--- src/rtl/truth_table_sweeper.sv ---
// Exhaustive truth-table sweeper: drives every input vector to an external network and builds tt/onset/wgt.
// Optional macro SWEEP_GRAY_EN issues vectors in reflected Gray order instead of binary.
module truth_table_sweeper #(
    parameter int unsigned N_IN = 7,
    parameter int unsigned LAT  = 0
) (
    input  logic                   clk,
    input  logic                   rst_n,
    input  logic                   start,
    output logic [N_IN-1:0]        x_out,
    input  logic                   f_in,
    output logic                   busy,
    output logic                   res_valid,
    input  logic                   res_ready,
    output logic [(1<<N_IN)-1:0]   tt,
    output logic [N_IN:0]          onset,
    output logic [N_IN*N_IN-1:0]   wgt
);

    localparam int unsigned NV = 1 << N_IN;
    localparam int unsigned OW = N_IN + 1;
    localparam int unsigned LW = (LAT > 1) ? $clog2(LAT) : 1;

    typedef enum logic [1:0] {IDLE, DRIVE, DRAIN, DONE} state_t;

    state_t            state;
    logic [N_IN-1:0]   step;
    logic [LW-1:0]     drain_cnt;
    logic [N_IN-1:0]   step_nxt;
    logic [N_IN-1:0]   vec_nxt;
    logic              cap_vld;
    logic [N_IN-1:0]   cap_vec;
    logic [NV-1:0]     tt_upd;
    logic [N_IN:0]     onset_upd;
    logic [N_IN*N_IN-1:0] wgt_upd;

    assign step_nxt = step + N_IN'(1);

`ifdef SWEEP_GRAY_EN
    assign vec_nxt = step_nxt ^ (step_nxt >> 1);
`else
    assign vec_nxt = step_nxt;
`endif

    // Delay line pairing each driven vector with the f_in sample LAT cycles later
    generate
        if (LAT == 0) begin : g_nodly
            assign cap_vld = (state == DRIVE);
            assign cap_vec = x_out;
        end else begin : g_dly
            logic [N_IN-1:0] dvec [LAT];
            logic [LAT-1:0]  dvld;

            always_ff @(posedge clk or negedge rst_n) begin
                if (!rst_n) begin
                    dvld <= '0;
                    for (int i = 0; i < LAT; i++) dvec[i] <= '0;
                end else begin
                    dvld[0] <= (state == DRIVE);
                    dvec[0] <= x_out;
                    for (int i = 1; i < LAT; i++) begin
                        dvld[i] <= dvld[i-1];
                        dvec[i] <= dvec[i-1];
                    end
                end
            end

            assign cap_vld = dvld[LAT-1];
            assign cap_vec = dvec[LAT-1];
        end
    endgenerate

    // Accumulate one sample; f_in only matters when the slot is valid
    always_comb begin
        tt_upd    = tt;
        onset_upd = onset;
        wgt_upd   = wgt;
        if (cap_vld && f_in) begin
            tt_upd[cap_vec] = 1'b1;
            onset_upd       = onset + OW'(1);
            for (int i = 0; i < N_IN; i++) begin
                if (cap_vec[i]) wgt_upd[i*N_IN +: N_IN] = wgt[i*N_IN +: N_IN] + N_IN'(1);
            end
        end
    end

    always_ff @(posedge clk or negedge rst_n) begin
        if (!rst_n) begin
            state     <= IDLE;
            step      <= '0;
            drain_cnt <= '0;
            x_out     <= '0;
            busy      <= 1'b0;
            res_valid <= 1'b0;
            tt        <= '0;
            onset     <= '0;
            wgt       <= '0;
        end else begin
            case (state)
                IDLE: begin
                    if (start) begin
                        state <= DRIVE;
                        busy  <= 1'b1;
                        step  <= '0;
                        x_out <= '0;
                        tt    <= '0;
                        onset <= '0;
                        wgt   <= '0;
                    end
                end
                DRIVE: begin
                    tt    <= tt_upd;
                    onset <= onset_upd;
                    wgt   <= wgt_upd;
                    if (step == '1) begin
                        if (LAT == 0) begin
                            state     <= DONE;
                            busy      <= 1'b0;
                            res_valid <= 1'b1;
                        end else begin
                            state     <= DRAIN;
                            drain_cnt <= '0;
                        end
                    end else begin
                        step  <= step_nxt;
                        x_out <= vec_nxt;
                    end
                end
                DRAIN: begin
                    tt    <= tt_upd;
                    onset <= onset_upd;
                    wgt   <= wgt_upd;
                    if (drain_cnt == LW'(LAT - 1)) begin
                        state     <= DONE;
                        busy      <= 1'b0;
                        res_valid <= 1'b1;
                    end else begin
                        drain_cnt <= drain_cnt + LW'(1);
                    end
                end
                DONE: begin
                    // Results stay readable in IDLE; only the vector returns to zero
                    if (res_ready) begin
                        state     <= IDLE;
                        res_valid <= 1'b0;
                        x_out     <= '0;
                    end
                end
                default: state <= IDLE;
            endcase
        end
    end

endmodule
--- config.mk ---
export PLATFORM = sky130hd
export DESIGN_NAME = truth_table_sweeper
export DESIGN_NICKNAME = d
export VERILOG_FILES = /design/src/rtl/truth_table_sweeper.sv
export SDC_FILE = /design/constraint.sdc
export NUM_CORES = 1
export LEC_CHECK = 0
export ABC_AREA = 1
export ABC_CLOCK_PERIOD_IN_PS = 2800
export CORE_MARGIN = 4
export CORE_UTILIZATION = 56
export DETAILED_ROUTE_END_ITERATION = 8
export GPL_TIMING_DRIVEN = 1
export HOLD_SLACK_MARGIN = 0.03
export PLACE_DENSITY = 0.86
export SLEW_MARGIN = 40
export SYNTH_ARGS = -nofsm -noshare
export SYNTH_HDL_FRONTEND = slang
export SYNTH_SLANG_ARGS = --single-unit
--- constraint.sdc ---
create_clock -name clk -period 2.8 [get_ports clk]
set_clock_uncertainty 0.05 [all_clocks]
set_input_delay 0.7 -clock clk [delete_from_list [all_inputs] [get_ports clk]]
set_output_delay 0.7 -clock clk [all_outputs]
set_load 0.03 [all_outputs]
---- Yosys cells after proc, flatten, opt, wreduce, memory -nomap -nowiden ----
Index checks and enable logic that the tools add are counted.
W data, S select, Z words.
operators by class
  $lt $le $gt $ge ......................... 2
  div/mod/pow operators ................... 0
  bitwise gates (word level) .............. 1
  add/subtract/negate cells ............... 10
  equality and inequality tests ........... 17
  reduce and logical (&&, ||, !) cells .... 22
  shifts and indexed selects .............. 0
  $mul .................................... 0
  multiplexer cells ....................... 37
operator list
  operator               number
  $mux W128              2
  $pmux W128 S2          1
  $or A128 B128 Y128     1
  $mux W49               2
  $pmux W49 S2           1
  $mux W7                10
  $add A7 B1 Y7 const B  8
  $reduce_and A4 Y1      11
  $pmux W7 S3            1
  $ne A2 B1 Y1 const B   9
  $mux W8                2
  $pmux W8 S2            1
  $pmux W7 S2            1
  $reduce_bool A3 Y1     3
  $add A8 B1 Y8 const B  1
  $lt A7 B8 Y1 const B   1
  $mux W1                8
  $mux W2                4
  $ne A2 B2 Y1 const B   4
  $pmux W2 S4            1
  $demux W1 S7           1
  $eq A7 B7 Y1 const B   1
  $ge A7 B1 Y1 const B   1
  $pmux W1 S3            2
  other kinds (8)        12
word-level totals
  register bits ........................... 204
  output and inout bits ................... 194
  RAM bits ................................ 0
  memories ................................ 0
  bits in latches ......................... 0
  bits of input ports ..................... 5
  logic and storage cells ................. 104
  memory bits (read-only) ................. 0

---- Longest topological paths before layout ----
  word-level depth ........................ 7
  gate-level depth with buffers ........... 12

---- Worst setup path after synthesis ----
Ideal clock, no wire load.
  path type ............................... reg-to-reg
  from .................................... reg state[0]
  to ...................................... reg wgt[46]
  setup slack ............................. 894 ps
  stages on the path, launching flop included .. 10
  path buffers ............................ 1
  data arrival time ....................... 1,730 ps
  period minus slack after synthesis ...... 1,906 ps
  cell sequence ........................... dfrtp_1 > inv_1 > ha_1 > buf_2 > nand2_1 > nand3_1 > nor2_1 > inv_1 > nand2_1 > o21ai_0
on the way
  longest elaborated chain between the ends .. 4
  elaborated cells on any way between the ends .. 11
  those cells by class .................... eq/ne (5); mux (1); reduce/logical (5)
ends and longest elaborated chain
  item                                                                      line    source
  start: declaration                                                        26      state_t state;
  start signal: assignment                                                  89      state <= IDLE;
  start signal: assignment                                                  102     state <= DRIVE;
  start signal: assignment                                                  117     state <= DONE;
  $eq A2 B1 Y1 or $eq A2 B2 Y1 (tied branches)                              48, 99
  $reduce_or A2 Y1 (no source line) or $logic_and A1 B1 Y1 (tied branches)  n/a
  $ne A2 B1 Y1 (no source line) or $reduce_bool A2 Y1 (tied branches)       n/a
  $reduce_and A4 Y1 (no source line)                                        n/a
  end signal: assignment                                                    114     wgt <= wgt_upd;
  end signal: assignment                                                    132     wgt <= wgt_upd;
  end: declaration                                                          17      output logic [N_IN*N_IN-1:0] wgt
Several ways; a longest one is shown, not always the timed one.
A chain may end at the register's enable or synchronous reset.

---- Worst setup path after layout ----
  from .................................... reg x_out[2]
  to ...................................... out x_out[2]
RTL lines
  item                      line  source
  start: declaration        10    output logic [N_IN-1:0] x_out,
  start signal: assignment  126   x_out <= vec_nxt;
No word-level cell between the ends.

==> run_results.csv <==
group,metric,value,unit
run_status,outcome,"complete, no violations",
synthesis,syn_area_per_cell,8.26,um2
synthesis,synth_area_leaders,"dfrtp_1 (52%), nand3_1 (9.9%), nand2_1 (8.4%)",
floorplanning,dieArea,19600,um2
floorplanning,core,17200,um2
synthesis,yosysTopAreaCellShare,0.523,
pwr,netSwitchingFraction,0.437,
floorplanning,die_h,140,um
sta,period_minus_slack,2560,ps
critical_path,worstSetupEndpointType,"output port",
critical_path,crit_chain,"clkdlybuf4s50_1",
routing,drcViolationCount,0,
finish,final_common_cell,"nand2_1",
synthesis,seq_area_frac_synth,0.523,
cts,cts.htree.levels,1,
pwr,intPower,6.02,mW
finish,nets,1403,
synthesis,synth_warnings,0,
cts,hold_buffers,0,
grt,groute.layer.met3.usage,0.0475,
floorplanning,io_pins,199,
synthesis,ys_ff_latch,204,
floorplanning,fp.dieW,140,um
pwr,ir_drop,801,uV
routing,viasPerCell,5.51,
finish,final_layout_size_suffix_gt1_frac,0.0617,
critical_path,crit_fanout,8,
cts,clock_latency,500,ps
pwr,p_leak,5.61,nW
finish,layout_common_cells,"nand2_1 (219), dfrtp_1 (204), inv_1 (199)",
synthesis,ys_types,26,
synthesis,synth_async_sr_flop_share,1.00,
sta,max_freq,0.391,GHz
sta,tightestPinTransition,665,ps
cts,postCtsSetupBuffers,0,
cts,cts.path.max_buffers,3,
pwr,clkPwrFrac,0.252,
routing,drtPass1Iterations,7,
grt,grt_pass1_vias,8609,
routing,ant_nets,0,
critical_path,cpPeakStageDelay,750,ps
placed_design,port_buffers,198,
routing,routed_wl,27000,um
grt,grt_max_degree,107,
grt,busiest_layer,"met2",
cts,numCtsBuffers,21,
floorplanning,row_count,48,
critical_path,path_buf_inv,1,
synthesis,syn_area,9770,um2
synthesis,synthCells,1182,
critical_path,worstSetupStartpointType,"flip-flop",
routing,drt_iter0_drc,837,
cts,ctsResizeCount,0,
sta,setup_viol,0,
grt,grt_use_total,0.271,
job,maxCapViolations,0,
cts,cts_tree,"built",
critical_path,cp_slowest_cell,"clkdlybuf4s50_1",
cts,cts_root_buffer,"clkbuf_16",
grt,met1_usage,0.370,
synthesis,syn_nets,1203,
cts,path_clk_slew,60,ps
critical_path,worstPathRequired,2050,ps
pwr,switchingPower,4.67,mW
critical_path,crit_family,"buffers and inverters",
placed_design,dpl.hpwl,18300,um
cts,cts_num_sinks,204,
pwr,combinationalPowerShare,0.422,
finish,num_antenna_cells,0,
sta,rsz0062_at_grt,"no",
hold_path,hold_class,"in -> async",
synthesis,synth_flop_cell,"dfrtp_1",
synthesis,synth-edff-count,0,
routing,wl_per_cell,16.7,um
synthesis,yosys.area.top_type,"dfrtp_1",
sta,slew_headroom,0.555,
sta,drv_slew,0,
grt,grt_antenna_before_repair,0,
finish,post-route-util,0.736,
grt,grt.met2_usage,0.443,
pwr,pwr_density_cell,845,nW/um2
finish,synthToLayoutAreaGrowth,29.5,%
floorplanning,start_util,0.569,
critical_path,crit_type,"reg -> out",
pwr,power_frac_seq,0.326,
sta,period_share,0.913,
sta,fin_tns_setup,0,ps
placed_design,globalplace.congestion,0.885,
grt,overflow,0,
finish,fill_cells,1239,
sta,final-hold-violation-count,0,
routing,num_vias,8919,
grt,grt_pass1_wl,44200,um
critical_path,critPathArrivalTime,1810,ps
-- worst register-to-register path, stage by stage, from the launching register on --
cell and delay (ps):
dfrtp_1 430, inv_1 150, ha_1 390, inv_2 140, nand2_4 120, nand2_1 90
nor2_4 140, buf_12 330, nand3_1 220, a21oi_1 190
-- cell type report --
| class | instances | area (um2) | share of cell area |
|---|---|---|---|
| tap | 225 | 282 | 0.0223 |
| timing repair buffer | 223 | 2250 | 0.178 |
| inverter | 202 | 761 | 0.0602 |
| clock inverter | 5 | 57.6 | 0.00455 |
| sequential | 204 | 5100 | 0.404 |
| clock buffer | 29 | 596 | 0.0471 |
| multi-input combinational | 730 | 3600 | 0.284 |
-- kinds of logic after synthesis --
logic type | after synthesis | share of synthesized area
fa+ha+maj | 16 | 0.0205
buf+inv | 248 | 0.110
xor+xnor | 10 | 0.00897
flops | 204 | 0.523
compound gates | 180 | 0.0986
simple gates | 524 | 0.239
-- cells in the mapped netlist (5+ instances only) --
| cell type | n |
|---|---|
| nand4_1 | 20 |
| a21oi_1 | 124 |
| inv_1 | 200 |
| buf_4 | 31 |
| a21oi_2 | 10 |
| o21ai_0 | 33 |
| nand3_1 | 193 |
| nor2_1 | 70 |
| ha_1 | 16 |
| o21bai_1 | 10 |
| xor2_1 | 10 |
| nor3_2 | 5 |
| nand2_1 | 219 |
| buf_2 | 5 |
| dfrtp_1 | 204 |
-- per-stage QoR --
stage / hold slack, ps / instances / area, um2 / power (mW) / setup WS (ps)
finish: 188 / 1618 / 12600 / 10.7 / 243
global route: 221 / 1618 / 12600 / 11.3 / 188
CTS: 196 / 1618 / 12600 / 10.7 / 228
detailed placement: 398 / 1584 / 12000 / 7.97 / 294
global placement: 384 / 1584 / 12000 / 7.90 / 361
floorplan: 354 / 1182 / 9770 / 6.70 / 894
-- flip-flops by register name, summed over array words and instances (netlist names) --
signal and cells:
x_out 7, step 7, state 2, drain_cnt 1, res_valid 1, tt 128
onset 8, wgt 49, busy 1
-- power by group through the flow --
stage,Combinational [mW],Sequential [mW],Clock (mW)
5_1_grt,4.91,3.52,2.86
3_3_place_gp,4.38,3.52,0
4_1_cts,4.47,3.48,2.74
3_5_place_dp,4.45,3.52,0
6_report,4.51,3.48,2.69
2_1_floorplan,2.86,3.84,0
-- worst paths after layout --
kind	depth (start not counted)	end	slack (ps)	from
min reg2reg	2	drain_cnt	410	drain_cnt
min in group clk	2	drain_cnt	410	drain_cnt
max reg2reg	9	tt[58]	450	state[1]
max	1	x_out[2]	240	x_out[2]
min	1	tt[101]	190	rst_n
max in group asynchronous	2	tt[117]	1830	rst_n
-- metal layers --
metal | up-vias | wire length [um]
met3 | 76 | 2220
met2 | 412 | 12900
li1 | 4186 | -
met4 | 0 | 975
met1 | 4245 | 10800
met5 | - | 0
Power figures use the tool's default switching activity.
